[src/rtl/draw_pkg.sv]
// Shared constants for the board draw engine: command codes, colours, default geometry,
// FSM state type and the tile palette.
package draw_pkg;

    localparam logic [2:0] CMD_CLEAR  = 3'd0;
    localparam logic [2:0] CMD_GRID   = 3'd1;
    localparam logic [2:0] CMD_EZ     = 3'd2;
    localparam logic [2:0] CMD_NORMAL = 3'd3;
    localparam logic [2:0] CMD_HARD   = 3'd4;
    localparam logic [2:0] CMD_NUM    = 3'd5;

    localparam logic [2:0] BLACK  = 3'd0;
    localparam logic [2:0] GREEN  = 3'd2;
    localparam logic [2:0] RED    = 3'd4;
    localparam logic [2:0] YELLOW = 3'd6;
    localparam logic [2:0] WHITE  = 3'd7;

    localparam int unsigned SCR_W      = 160;
    localparam int unsigned SCR_H      = 120;
    localparam int unsigned DEF_X0     = 40;
    localparam int unsigned DEF_Y0     = 20;
    localparam int unsigned DEF_TILE   = 20;
    localparam int unsigned BANNER_H   = 8;
    localparam int unsigned BANNER_GAP = 4;
    localparam int unsigned NUM_TILES  = 16;

    typedef enum logic [2:0] {
        StIdle,
        StScan,
        StFetch,
        StLatch,
        StDone
    } state_e;

    // Blank tiles are black; values 1..15 cycle through colours 1..7.
    function automatic logic [2:0] tile_colour(input logic [3:0] val);
        logic [3:0] m;
        m = val % 4'd7;
        if (val == 4'd0) return BLACK;
        return 3'(m + 4'd1);
    endfunction

endpackage

[src/rtl/board_draw_engine_if.sv]
// Command, board-store and pixel-write signals of the board draw engine.
interface board_draw_engine_if;
    logic       cmd_valid;
    logic [2:0] cmd;
    logic       cmd_ready;
    logic       busy;
    logic       done;
    logic [3:0] tile_addr;
    logic [3:0] tile_val;
    logic [7:0] x;
    logic [6:0] y;
    logic [2:0] colour;
    logic       plot;

    modport master (
        output cmd_valid, cmd, tile_val,
        input  cmd_ready, busy, done, tile_addr, x, y, colour, plot
    );

    modport slave (
        input  cmd_valid, cmd, tile_val,
        output cmd_ready, busy, done, tile_addr, x, y, colour, plot
    );
endinterface

[src/rtl/rect_scanner.sv]
// Rectangle raster walker: loaded with origin and size, steps x inner / y outer one pixel
// per enabled cycle and flags the end of each row and the final pixel.
module rect_scanner (
    input  logic       clk,
    input  logic       resetn,
    input  logic       i_load,
    input  logic       i_step,
    input  logic [7:0] i_x0,
    input  logic [6:0] i_y0,
    input  logic [7:0] i_w,
    input  logic [6:0] i_h,
    output logic [7:0] o_x,
    output logic [6:0] o_y,
    output logic       o_row_end,
    output logic       o_last
);

    logic [7:0] r_x;
    logic [7:0] r_x0;
    logic [7:0] r_xe;
    logic [6:0] r_y;
    logic [6:0] r_ye;

    always_ff @(posedge clk or negedge resetn) begin
        if (!resetn) begin
            r_x  <= '0;
            r_x0 <= '0;
            r_xe <= '0;
            r_y  <= '0;
            r_ye <= '0;
        end else if (i_load) begin
            r_x  <= i_x0;
            r_x0 <= i_x0;
            r_xe <= i_x0 + i_w - 8'd1;
            r_y  <= i_y0;
            r_ye <= i_y0 + i_h - 7'd1;
        end else if (i_step && !o_last) begin
            if (o_row_end) begin
                r_x <= r_x0;
                r_y <= r_y + 7'd1;
            end else begin
                r_x <= r_x + 8'd1;
            end
        end
    end

    assign o_x       = r_x;
    assign o_y       = r_y;
    assign o_row_end = (r_x == r_xe);
    assign o_last    = o_row_end && (r_y == r_ye);

endmodule

[src/rtl/board_draw_engine.sv]
// Sliding-puzzle renderer: turns one drawing command into single-pixel writes.
// Optional macro BLANK_SKIP_EN skips painting of blank (value 0) tiles in NUM.
module board_draw_engine
    import draw_pkg::*;
#(
    parameter int unsigned X0   = DEF_X0,
    parameter int unsigned Y0   = DEF_Y0,
    parameter int unsigned TILE = DEF_TILE
) (
    input logic                clk,
    input logic                resetn,
    board_draw_engine_if.slave bus
);

    localparam logic [7:0] GridW    = 8'(4 * TILE + 1);
    localparam logic [6:0] GridH    = 7'(4 * TILE + 1);
    localparam logic [7:0] BannerW  = 8'(4 * TILE);
    localparam logic [6:0] BannerH  = 7'(BANNER_H);
    localparam logic [6:0] BannerY  = 7'(Y0 + 4 * TILE + BANNER_GAP);
    localparam logic [7:0] TileInW  = 8'(TILE - 1);
    localparam logic [6:0] TileInH  = 7'(TILE - 1);
    localparam logic [7:0] TileMax  = 8'(TILE - 1);
    localparam logic [3:0] LastTile = 4'(NUM_TILES - 1);

    state_e     r_state;
    logic       r_ready;
    logic       r_busy;
    logic       r_done;
    logic       r_plot;
    logic [2:0] r_cmd;
    logic [2:0] r_colour;
    logic [2:0] r_tile_col;
    logic [3:0] r_idx;
    logic [3:0] r_tile_addr;
    logic [7:0] r_x;
    logic [6:0] r_y;
    logic [7:0] r_gx;
    logic [7:0] r_gy;

    logic       w_accept;
    logic       w_load;
    logic       w_step;
    logic       w_row_end;
    logic       w_last;
    logic       w_on_line;
    logic [2:0] w_sel;
    logic [2:0] w_colour;
    logic [7:0] w_ld_x;
    logic [7:0] w_ld_w;
    logic [6:0] w_ld_y;
    logic [6:0] w_ld_h;
    logic [7:0] w_tile_x;
    logic [6:0] w_tile_y;
    logic [7:0] w_sx;
    logic [6:0] w_sy;

    assign w_accept = (r_state == StIdle) && bus.cmd_valid && r_ready;
    assign w_load   = w_accept || (r_state == StFetch);
    assign w_step   = (r_state == StScan);
    assign w_sel    = (r_state == StIdle) ? bus.cmd : CMD_NUM;
    assign w_tile_x = 8'(X0 + 1 + TILE * r_idx[1:0]);
    assign w_tile_y = 7'(Y0 + 1 + TILE * r_idx[3:2]);

    always_comb begin
        w_ld_x = 8'(X0);
        w_ld_y = 7'(Y0);
        w_ld_w = GridW;
        w_ld_h = GridH;
        case (w_sel)
            CMD_CLEAR: begin
                w_ld_x = '0;
                w_ld_y = '0;
                w_ld_w = 8'(SCR_W);
                w_ld_h = 7'(SCR_H);
            end
            CMD_EZ, CMD_NORMAL, CMD_HARD: begin
                w_ld_y = BannerY;
                w_ld_w = BannerW;
                w_ld_h = BannerH;
            end
            CMD_NUM: begin
                w_ld_x = w_tile_x;
                w_ld_y = w_tile_y;
                w_ld_w = TileInW;
                w_ld_h = TileInH;
            end
            default: ;
        endcase
    end

    always_comb begin
        case (r_cmd)
            CMD_GRID:   w_colour = WHITE;
            CMD_EZ:     w_colour = GREEN;
            CMD_NORMAL: w_colour = YELLOW;
            CMD_HARD:   w_colour = RED;
            CMD_NUM:    w_colour = r_tile_col;
            default:    w_colour = BLACK;
        endcase
    end

    rect_scanner u_scan (
        .clk       (clk),
        .resetn    (resetn),
        .i_load    (w_load),
        .i_step    (w_step),
        .i_x0      (w_ld_x),
        .i_y0      (w_ld_y),
        .i_w       (w_ld_w),
        .i_h       (w_ld_h),
        .o_x       (w_sx),
        .o_y       (w_sy),
        .o_row_end (w_row_end),
        .o_last    (w_last)
    );

    // Grid-line mask: offsets modulo TILE tracked by wrapping counters in step with the scanner.
    always_ff @(posedge clk or negedge resetn) begin
        if (!resetn) begin
            r_gx <= '0;
            r_gy <= '0;
        end else if (w_load) begin
            r_gx <= '0;
            r_gy <= '0;
        end else if (w_step) begin
            if (w_row_end) begin
                r_gx <= '0;
                r_gy <= (r_gy == TileMax) ? 8'd0 : r_gy + 8'd1;
            end else begin
                r_gx <= (r_gx == TileMax) ? 8'd0 : r_gx + 8'd1;
            end
        end
    end

    assign w_on_line = (r_gx == 8'd0) || (r_gy == 8'd0);

    always_ff @(posedge clk or negedge resetn) begin
        if (!resetn) begin
            r_state     <= StIdle;
            r_ready     <= 1'b0;
            r_busy      <= 1'b0;
            r_done      <= 1'b0;
            r_plot      <= 1'b0;
            r_cmd       <= '0;
            r_colour    <= '0;
            r_tile_col  <= '0;
            r_idx       <= '0;
            r_tile_addr <= '0;
            r_x         <= '0;
            r_y         <= '0;
        end else begin
            r_plot <= 1'b0;
            r_done <= 1'b0;
            unique case (r_state)
                StIdle: begin
                    r_ready <= 1'b1;
                    if (w_accept) begin
                        r_ready     <= 1'b0;
                        r_busy      <= 1'b1;
                        r_cmd       <= bus.cmd;
                        r_idx       <= '0;
                        r_tile_addr <= '0;
                        case (bus.cmd)
                            CMD_CLEAR, CMD_GRID, CMD_EZ, CMD_NORMAL, CMD_HARD: r_state <= StScan;
                            CMD_NUM: r_state <= StFetch;
                            default: r_state <= StDone;
                        endcase
                    end
                end
                StFetch: r_state <= StLatch;
                StLatch: begin
                    r_tile_col <= tile_colour(bus.tile_val);
                    r_state    <= StScan;
`ifdef BLANK_SKIP_EN
                    if (bus.tile_val == 4'd0) begin
                        if (r_idx == LastTile) begin
                            r_state <= StDone;
                        end else begin
                            r_idx       <= r_idx + 4'd1;
                            r_tile_addr <= r_idx + 4'd1;
                            r_state     <= StFetch;
                        end
                    end
`endif
                end
                StScan: begin
                    r_x      <= w_sx;
                    r_y      <= w_sy;
                    r_colour <= w_colour;
                    r_plot   <= (r_cmd != CMD_GRID) || w_on_line;
                    if (w_last) begin
                        if ((r_cmd == CMD_NUM) && (r_idx != LastTile)) begin
                            r_idx       <= r_idx + 4'd1;
                            r_tile_addr <= r_idx + 4'd1;
                            r_state     <= StFetch;
                        end else begin
                            r_state <= StDone;
                        end
                    end
                end
                StDone: begin
                    r_done  <= 1'b1;
                    r_busy  <= 1'b0;
                    r_state <= StIdle;
                end
                default: r_state <= StIdle;
            endcase
        end
    end

    assign bus.cmd_ready = r_ready;
    assign bus.busy      = r_busy;
    assign bus.done      = r_done;
    assign bus.plot      = r_plot;
    assign bus.x         = r_x;
    assign bus.y         = r_y;
    assign bus.colour    = r_colour;
    assign bus.tile_addr = r_tile_addr;

endmodule

[src/flat_wrapper.sv]
// flat-port wrapper written by rule: the top's interface ports become plain ports
module board_draw_engine_flat import draw_pkg::*;
#(
    parameter int unsigned X0   = DEF_X0,
    parameter int unsigned Y0   = DEF_Y0,
    parameter int unsigned TILE = DEF_TILE
)
  (clk, resetn, bus_cmd_valid, bus_cmd, bus_tile_val, bus_cmd_ready, bus_busy, bus_done, bus_tile_addr, bus_x, bus_y, bus_colour, bus_plot);
  board_draw_engine_if bus_i ();
  input logic clk;
  input logic resetn;
  input wire logic [$bits(bus_i.cmd_valid)-1:0] bus_cmd_valid;
  input wire logic [$bits(bus_i.cmd)-1:0] bus_cmd;
  input wire logic [$bits(bus_i.tile_val)-1:0] bus_tile_val;
  output wire logic [$bits(bus_i.cmd_ready)-1:0] bus_cmd_ready;
  output wire logic [$bits(bus_i.busy)-1:0] bus_busy;
  output wire logic [$bits(bus_i.done)-1:0] bus_done;
  output wire logic [$bits(bus_i.tile_addr)-1:0] bus_tile_addr;
  output wire logic [$bits(bus_i.x)-1:0] bus_x;
  output wire logic [$bits(bus_i.y)-1:0] bus_y;
  output wire logic [$bits(bus_i.colour)-1:0] bus_colour;
  output wire logic [$bits(bus_i.plot)-1:0] bus_plot;
  assign bus_i.cmd_valid = bus_cmd_valid;
  assign bus_i.cmd = bus_cmd;
  assign bus_i.tile_val = bus_tile_val;
  assign bus_cmd_ready = bus_i.cmd_ready;
  assign bus_busy = bus_i.busy;
  assign bus_done = bus_i.done;
  assign bus_tile_addr = bus_i.tile_addr;
  assign bus_x = bus_i.x;
  assign bus_y = bus_i.y;
  assign bus_colour = bus_i.colour;
  assign bus_plot = bus_i.plot;
  board_draw_engine #(.X0(X0), .Y0(Y0), .TILE(TILE)) u_core (.clk(clk), .resetn(resetn), .bus(bus_i));
endmodule
[config.mk]
export PLATFORM = sky130hd
export DESIGN_NAME = board_draw_engine_flat
export DESIGN_NICKNAME = d
export VERILOG_FILES = /design/src/rtl/draw_pkg.sv /design/src/rtl/board_draw_engine_if.sv /design/src/rtl/rect_scanner.sv /design/src/rtl/board_draw_engine.sv /design/src/flat_wrapper.sv
export SDC_FILE = /design/constraint.sdc
export NUM_CORES = 1
export LEC_CHECK = 0
export ABC_AREA = 1
export CORE_ASPECT_RATIO = 1.25
export CORE_UTILIZATION = 50
export CTS_CLUSTER_SIZE = 25
export DETAILED_ROUTE_END_ITERATION = 7
export PLACE_DENSITY = 0.66
export SYNTH_ARGS = -nofsm -noshare
export SYNTH_HDL_FRONTEND = slang
export SYNTH_SLANG_ARGS = --single-unit
[constraint.sdc]
create_clock -name clk -period 5.2 [get_ports clk]
set_clock_uncertainty 0.2 [all_clocks]
set_input_delay 0.78 -clock clk [delete_from_list [all_inputs] [get_ports clk]]
set_output_delay 0.78 -clock clk [all_outputs]
set_load 0.02 [all_outputs]
=== Yosys cells after proc, flatten, opt, wreduce, memory -nomap -nowiden ===
Cells that the tools add are included.

* Input bits: 10
* Output and inout bits: 26
* Register bits: 89

* Reduce and logical (&&, ||, !) cells: 28
* Mux-type cells: 38
* Divide/modulo/power cells: 1
* $mul: 2
* Equal/unequal tests: 27
* $add $sub $neg: 12

{| class="wikitable"
|+ Operators with widths
! cell !! count
|-
| two-way mux 8 bit || 11
|-
| case mux 7 bit (3 select lines) || 2
|-
| adder 8 x 1 -> 8 bit (second input constant) || 3
|-
| == test 3 x 2 -> 1 bit (second input constant) || 8
|-
| case mux 8 bit (3 select lines) || 1
|-
| == test 3 bit (second input constant) || 7
|-
| two-way mux 7 bit || 3
|-
| two-way mux 3 bit || 6
|-
| == test 8 x 5 -> 1 bit (second input constant) || 2
|-
| logical NOT 8 bit || 2
|-
| case mux 8 bit (2 select lines) || 1
|-
| case mux 3 bit (5 select lines) || 1
|-
| two-way mux 4 bit || 3
|-
| case mux 3 bit (4 select lines) || 1
|-
| multiplier 3 x 2 -> 5 bit (first input constant) || 2
|-
| AND reduction 2 bit || 5
|-
| nonzero test 2 bit || 5
|-
| == test 3 x 1 -> 1 bit (second input constant) || 3
|-
| logical NOT 3 bit || 3
|-
| adder 6 x 7 -> 8 bit (first input constant) || 1
|-
| adder 8 bit || 1
|-
| == test 8 bit || 1
|-
| case mux 4 bit (2 select lines) || 1
|-
| subtractor 8 x 1 -> 8 bit (second input constant) || 1
|-
| 21 further kinds || 34
|}

=== Logic depth before layout (Yosys ltp) ===
* Depth after elaboration: 7
* Mapped depth: 18
* Depth with buffers taken out: 18

=== Modules after synthesis ===
From an unflattened synthesis, not the netlist that was laid out.

* Cells, all modules: 803
* Area total of the unflattened synthesis: 5790.6 µm²

{| class="wikitable"
|+ By module, submodules not included
! module !! seq. area each (µm²) !! area each (µm²) !! instances !! cells each
|-
| rect_scanner || 950.9 || 2912.8 || 1 || 421
|-
| board_draw_engine || 1276.2 || 2877.8 || 1 || 382
|}

=== Worst setup path before layout ===
No wires, ideal clock.

* Path kind: input -> register
* Start: input port bus_cmd[1]
* End: register u_core.u_scan.r_ye[6]
* Stages: 16
* Required time: 4.882 ns
* Data arrival time: 2.668 ns
* Slack: 2.214 ns
* Library setup time: 0.118 ns
* Cell sequence: nor2_1 -> inv_1 -> o21ai_0 -> nand2_1 -> nor2_1 -> nor2_1 -> ha_1 -> fa_1 -> o21bai_1 -> a21oi_1 -> inv_1 -> nand2_1 -> nand2_1 -> nand3_1 -> nand3_1 -> nand2_1

* Cells in the longest elaborated chain, start to end: 6
* Elaborated cells between the ends (all ways): 11
* Those cells by class: 2 x add/sub; 4 x eq/ne; 3 x mux; 2 x reduce/logical

{| class="wikitable"
|+ Ends and longest elaborated chain
! element !! line !! RTL
|-
| start, declared || flat_wrapper.sv:13 || <nowiki>input wire logic [$bits(bus_i.cmd)-1:0] bus_cmd;</nowiki>
|-
| two-way mux 3 bit (*) || board_draw_engine.sv:60 || <nowiki>assign w_sel = (r_state == StIdle) ? bus.cmd : CMD_NUM;</nowiki>
|-
| == test 3 x 2 -> 1 bit / == test 3 bit (equally long branches) || board_draw_engine.sv:69 || <nowiki>case (w_sel)</nowiki>
|-
| OR reduction 3 bit || board_draw_engine.sv:69 ||
|-
| case mux 7 bit (3 select lines) || board_draw_engine.sv:69 ||
|-
| adder 7 bit (*) || rect_scanner.sv:36 || <nowiki>r_ye <= i_y0 + i_h - 7'd1;</nowiki>
|-
| subtractor 7 x 1 -> 7 bit (*) || rect_scanner.sv:36 ||
|-
| end signal, assigned || rect_scanner.sv:36 ||
|-
| end, declared || rect_scanner.sv:22 || <nowiki>logic [6:0] r_ye;</nowiki>
|}

Every way passes the cells marked *; elsewhere a longest branch is shown, timed or not.
A chain may end at the register's enable or synchronous reset.

=== Final worst setup path ===
Same ends and word-level chain as after synthesis.

==> flow_metrics.tcl <==
set metrics [dict create \
    first_global_vias 4331 \
    ir_worst_vdd_v 0.000138 \
    totalPowerFinal_uw 1400 \
    die_area_sq_um 11100 \
    layout_common_cells "216 x nand2_1, 96 x inv_1, 86 x dfrtp_1" \
    ys_warn_count 0 \
    hold_viol_final 0 \
    clk_pin_slew_ns 0.06 \
    cts_buffer_depth 2 \
    worst_path_largest_cell_delay_ns 0.51 \
    antenna_found_initial 0 \
    drive_above_1_share 0.0477 \
    tns_ns 0 \
    num_antenna_cells 0 \
    drcViolationCount 0 \
    ys_types 40 \
    core-area_sq_um 10200 \
    routedWlPerCell_um 13.6 \
    crit_path_cell_trace "clkdlybuf4s50_1 > inv_1 > nand3_1 > nand3_1 > inv_1 > nor2_1 > nor2_1 > ha_1 > fa_1 > o21bai_1 > a21oi_1 > inv_1 > nand2_1 > nand2_1 > nand3_1 > nand3_1 > nand2_1" \
    start_util 0.521 \
    r2r_start "u_core.r_state[0]$_DFFE_PN0P_" \
    synth_top_area_frac 0.405 \
    worstPathMaxFanout 15 \
    cp.required_ns 5.23 \
    synth_area_sq_um 5320 \
    ios 36 \
    final_antenna_net_count 0 \
    finalWeightedCongestion 0.841 \
    arrival_ns 3.79 \
    die_x_um 94.2 \
    area_delta_synth_final_pct 14.2 \
    period_share 0.723 \
    r2r_end "u_core.u_scan.r_ye[6]$_DFFE_PN0N_" \
    maxCapViolCount 0 \
    crit_start "bus_cmd[1]" \
    viasPerCell 5.22 \
    die_y_um 117 \
    tightest_slew_ns 1.09 \
    drt_iter0_drc 217 \
    crit_path_end "u_core.u_scan.r_ye[6]$_DFFE_PN0N_" \
    crit_type "input pin to register" \
    holdBufCountCts 0 \
    layout_min_cycle_time_ns 3.76 \
    cts-buffers-inserted 9 \
    synth_area_leaders "dfrtp_1 40%, nand2_1 15%, ha_1 7.1%" \
    syn_avg_cell_area_sq_um 7.40 \
    post_cts_resized 0 \
    yosysSeqAreaShare 0.405 \
    ys_ff_latch 86 \
    leakage_uw 0.00314 \
    track_usage 0.230 \
    dp_hpwl_um 8660 \
    setup_viol 0 \
    root_buffer "clkbuf_16" \
    cts_tree "yes" \
    cts.sinks 86 \
    fin_nets 791 \
    num-fill-cells 948 \
    worst_setup_path_start_kind "input pin" \
    max_freq_mhz 266 \
    outcome "finished clean" \
    overflow 0 \
    rows 41 \
    portBuffers 35 \
    reg2regPathDepth 15 \
    p_per_area_nw_per_um2 231 \
    synth_cells 719 \
    rrSetupSlack_ns 1.88 \
    grt_pass1_wl_um 20100 \
    drt_first_pass_iters 5 \
    rsz0062_at_grt "false" \
    syn_nets 760 \
    post_cts_buffers 0 \
    slew_headroom 0.271 \
    crit_path_frequent_cell "nand3_1" \
    synth_top_area_cell "dfrtp_1" \
    slew_viol_final 0 \
    routed_wl_um 12000 \
    grt_max_degree 87 \
    mostFrequentLayoutCell "nand2_1" \
    endpoint_kind "register" \
    hold_path.class "register to register" \
    clk_latency_ns 0.34 \
    cpMaxStageDelayCell "clkdlybuf4s50_1" \
    h-tree-depth 3 \
    vias 4611 \
]
## worst min path at each step
stage / start / end / slack [ns] / depth (start not counted)
after floorplan: u_core.u_scan.r_x0[4]$_DFFE_PN0N_ / u_core.u_scan.r_x0[4]$_DFFE_PN0N_ / 0.24 / 2
after global placement: u_core.u_scan.r_x0[4]$_DFFE_PN0N_ / u_core.u_scan.r_x0[4]$_DFFE_PN0N_ / 0.26 / 2
after detailed placement: u_core.u_scan.r_x0[4]$_DFFE_PN0N_ / u_core.u_scan.r_x0[4]$_DFFE_PN0N_ / 0.26 / 2
after CTS: u_core.u_scan.r_x0[4]$_DFFE_PN0N_ / u_core.u_scan.r_x0[4]$_DFFE_PN0N_ / 0.28 / 2
after global routing: u_core.u_scan.r_x0[6]$_DFFE_PN0N_ / u_core.u_scan.r_x0[6]$_DFFE_PN0N_ / 0.31 / 2
final: u_core.u_scan.r_x0[4]$_DFFE_PN0N_ / u_core.u_scan.r_x0[4]$_DFFE_PN0N_ / 0.28 / 2
## Yosys cell counts (all sizes together)
library cell,n
clkbuf,8
xor2,19
nand3b,2
nand3,65
o22a,1
ha,30
a41oi,1
nor3b,1
o31ai,1
nor4,1
a31oi,3
a21oi,18
and2,2
nand2,222
a21boi,1
nor3,9
o21ai,63
a221oi,1
or4,1
or2,1
o21bai,3
inv,102
dfrtp,86
buf,9
fa,1
nor2,45
nand4,15
o22ai,1
o211ai,1
xnor2,6
## where the power goes
group          internal (uW)  switching [uW]  leakage [uW]
clock                    435             257      0.000150
combinational           14.5            29.0       0.00194
sequential               669               0       0.00104
total                   1120             286       0.00314
## state kept, by name, summed over array words and instances, names as in the netlist
| register | cells |
|---|---|
| u_core.bus.y | 7 |
| u_core.u_scan.o_x | 8 |
| u_core.bus.tile_addr | 4 |
| u_core.r_gx | 8 |
| u_core.bus.busy | 1 |
| u_core.u_scan.r_xe | 8 |
| u_core.bus.colour | 3 |
| u_core.r_tile_col | 3 |
| u_core.u_scan.r_ye | 6 |
| u_core.bus.x | 8 |
| u_core.bus.plot | 1 |
| u_core.u_scan.r_x0 | 6 |
| u_core.bus.cmd_ready | 1 |
| u_core.r_state | 3 |
| u_core.r_gy | 8 |
| u_core.u_scan.o_y | 7 |
| u_core.bus.done | 1 |
| u_core.r_cmd | 3 |
## cell families (layout without fill, tap and decap cells)
logic type | count (synthesis) | after routing | share of synthesized area
and+or+nand+nor | 364 | 364 | 0.297
DFF | 86 | 86 | 0.405
xor gates and xnor gates | 25 | 25 | 0.0412
adders and majority gates | 31 | 31 | 0.0744
buffers and inverters | 119 | 155 | 0.0882
AOI/OAI and AO/OA | 94 | 94 | 0.0944
## critical path, delay by kind of cell
family,cells,cell delay (ns)
AO/OA/AOI/OAI,2,0.26
adder cells (fa/ha/maj),2,0.72
buffers and inverters,4,0.95
AND/OR/NAND/NOR,9,1.06
## stage by stage
step	utilization	worst slack (ns)	instance area, sq um	cells	hold WS [ns]
floorplan	-	2.21	5320	719	0.244
global placement	0.564	1.19	5760	868	0.258
detailed placement	0.564	1.10	5760	868	0.264
CTS	0.595	1.44	6070	884	0.281
global route	0.595	1.09	6070	884	0.306
finish	0.595	1.44	6070	884	0.280
## final cells by class
| class | count | area (sq um) | area share |
|---|---|---|---|
| clock buffers | 13 | 250 | 0.0412 |
| clock inverters | 3 | 67.6 | 0.0111 |
| inverters | 102 | 383 | 0.0630 |
| multi-input cells | 514 | 2700 | 0.444 |
| flip-flops and latches | 86 | 2150 | 0.354 |
| well taps | 129 | 161 | 0.0266 |
| repair buffers | 37 | 363 | 0.0597 |
## per-layer routing
layer	global-route usage	share of wire
met1	0.297	0.45
met2	0.387	0.50
met3	0.0285	0.035
met4	0.0856	0.015
met5	0	0
Note: power is estimated with default switching activity, not from simulation.
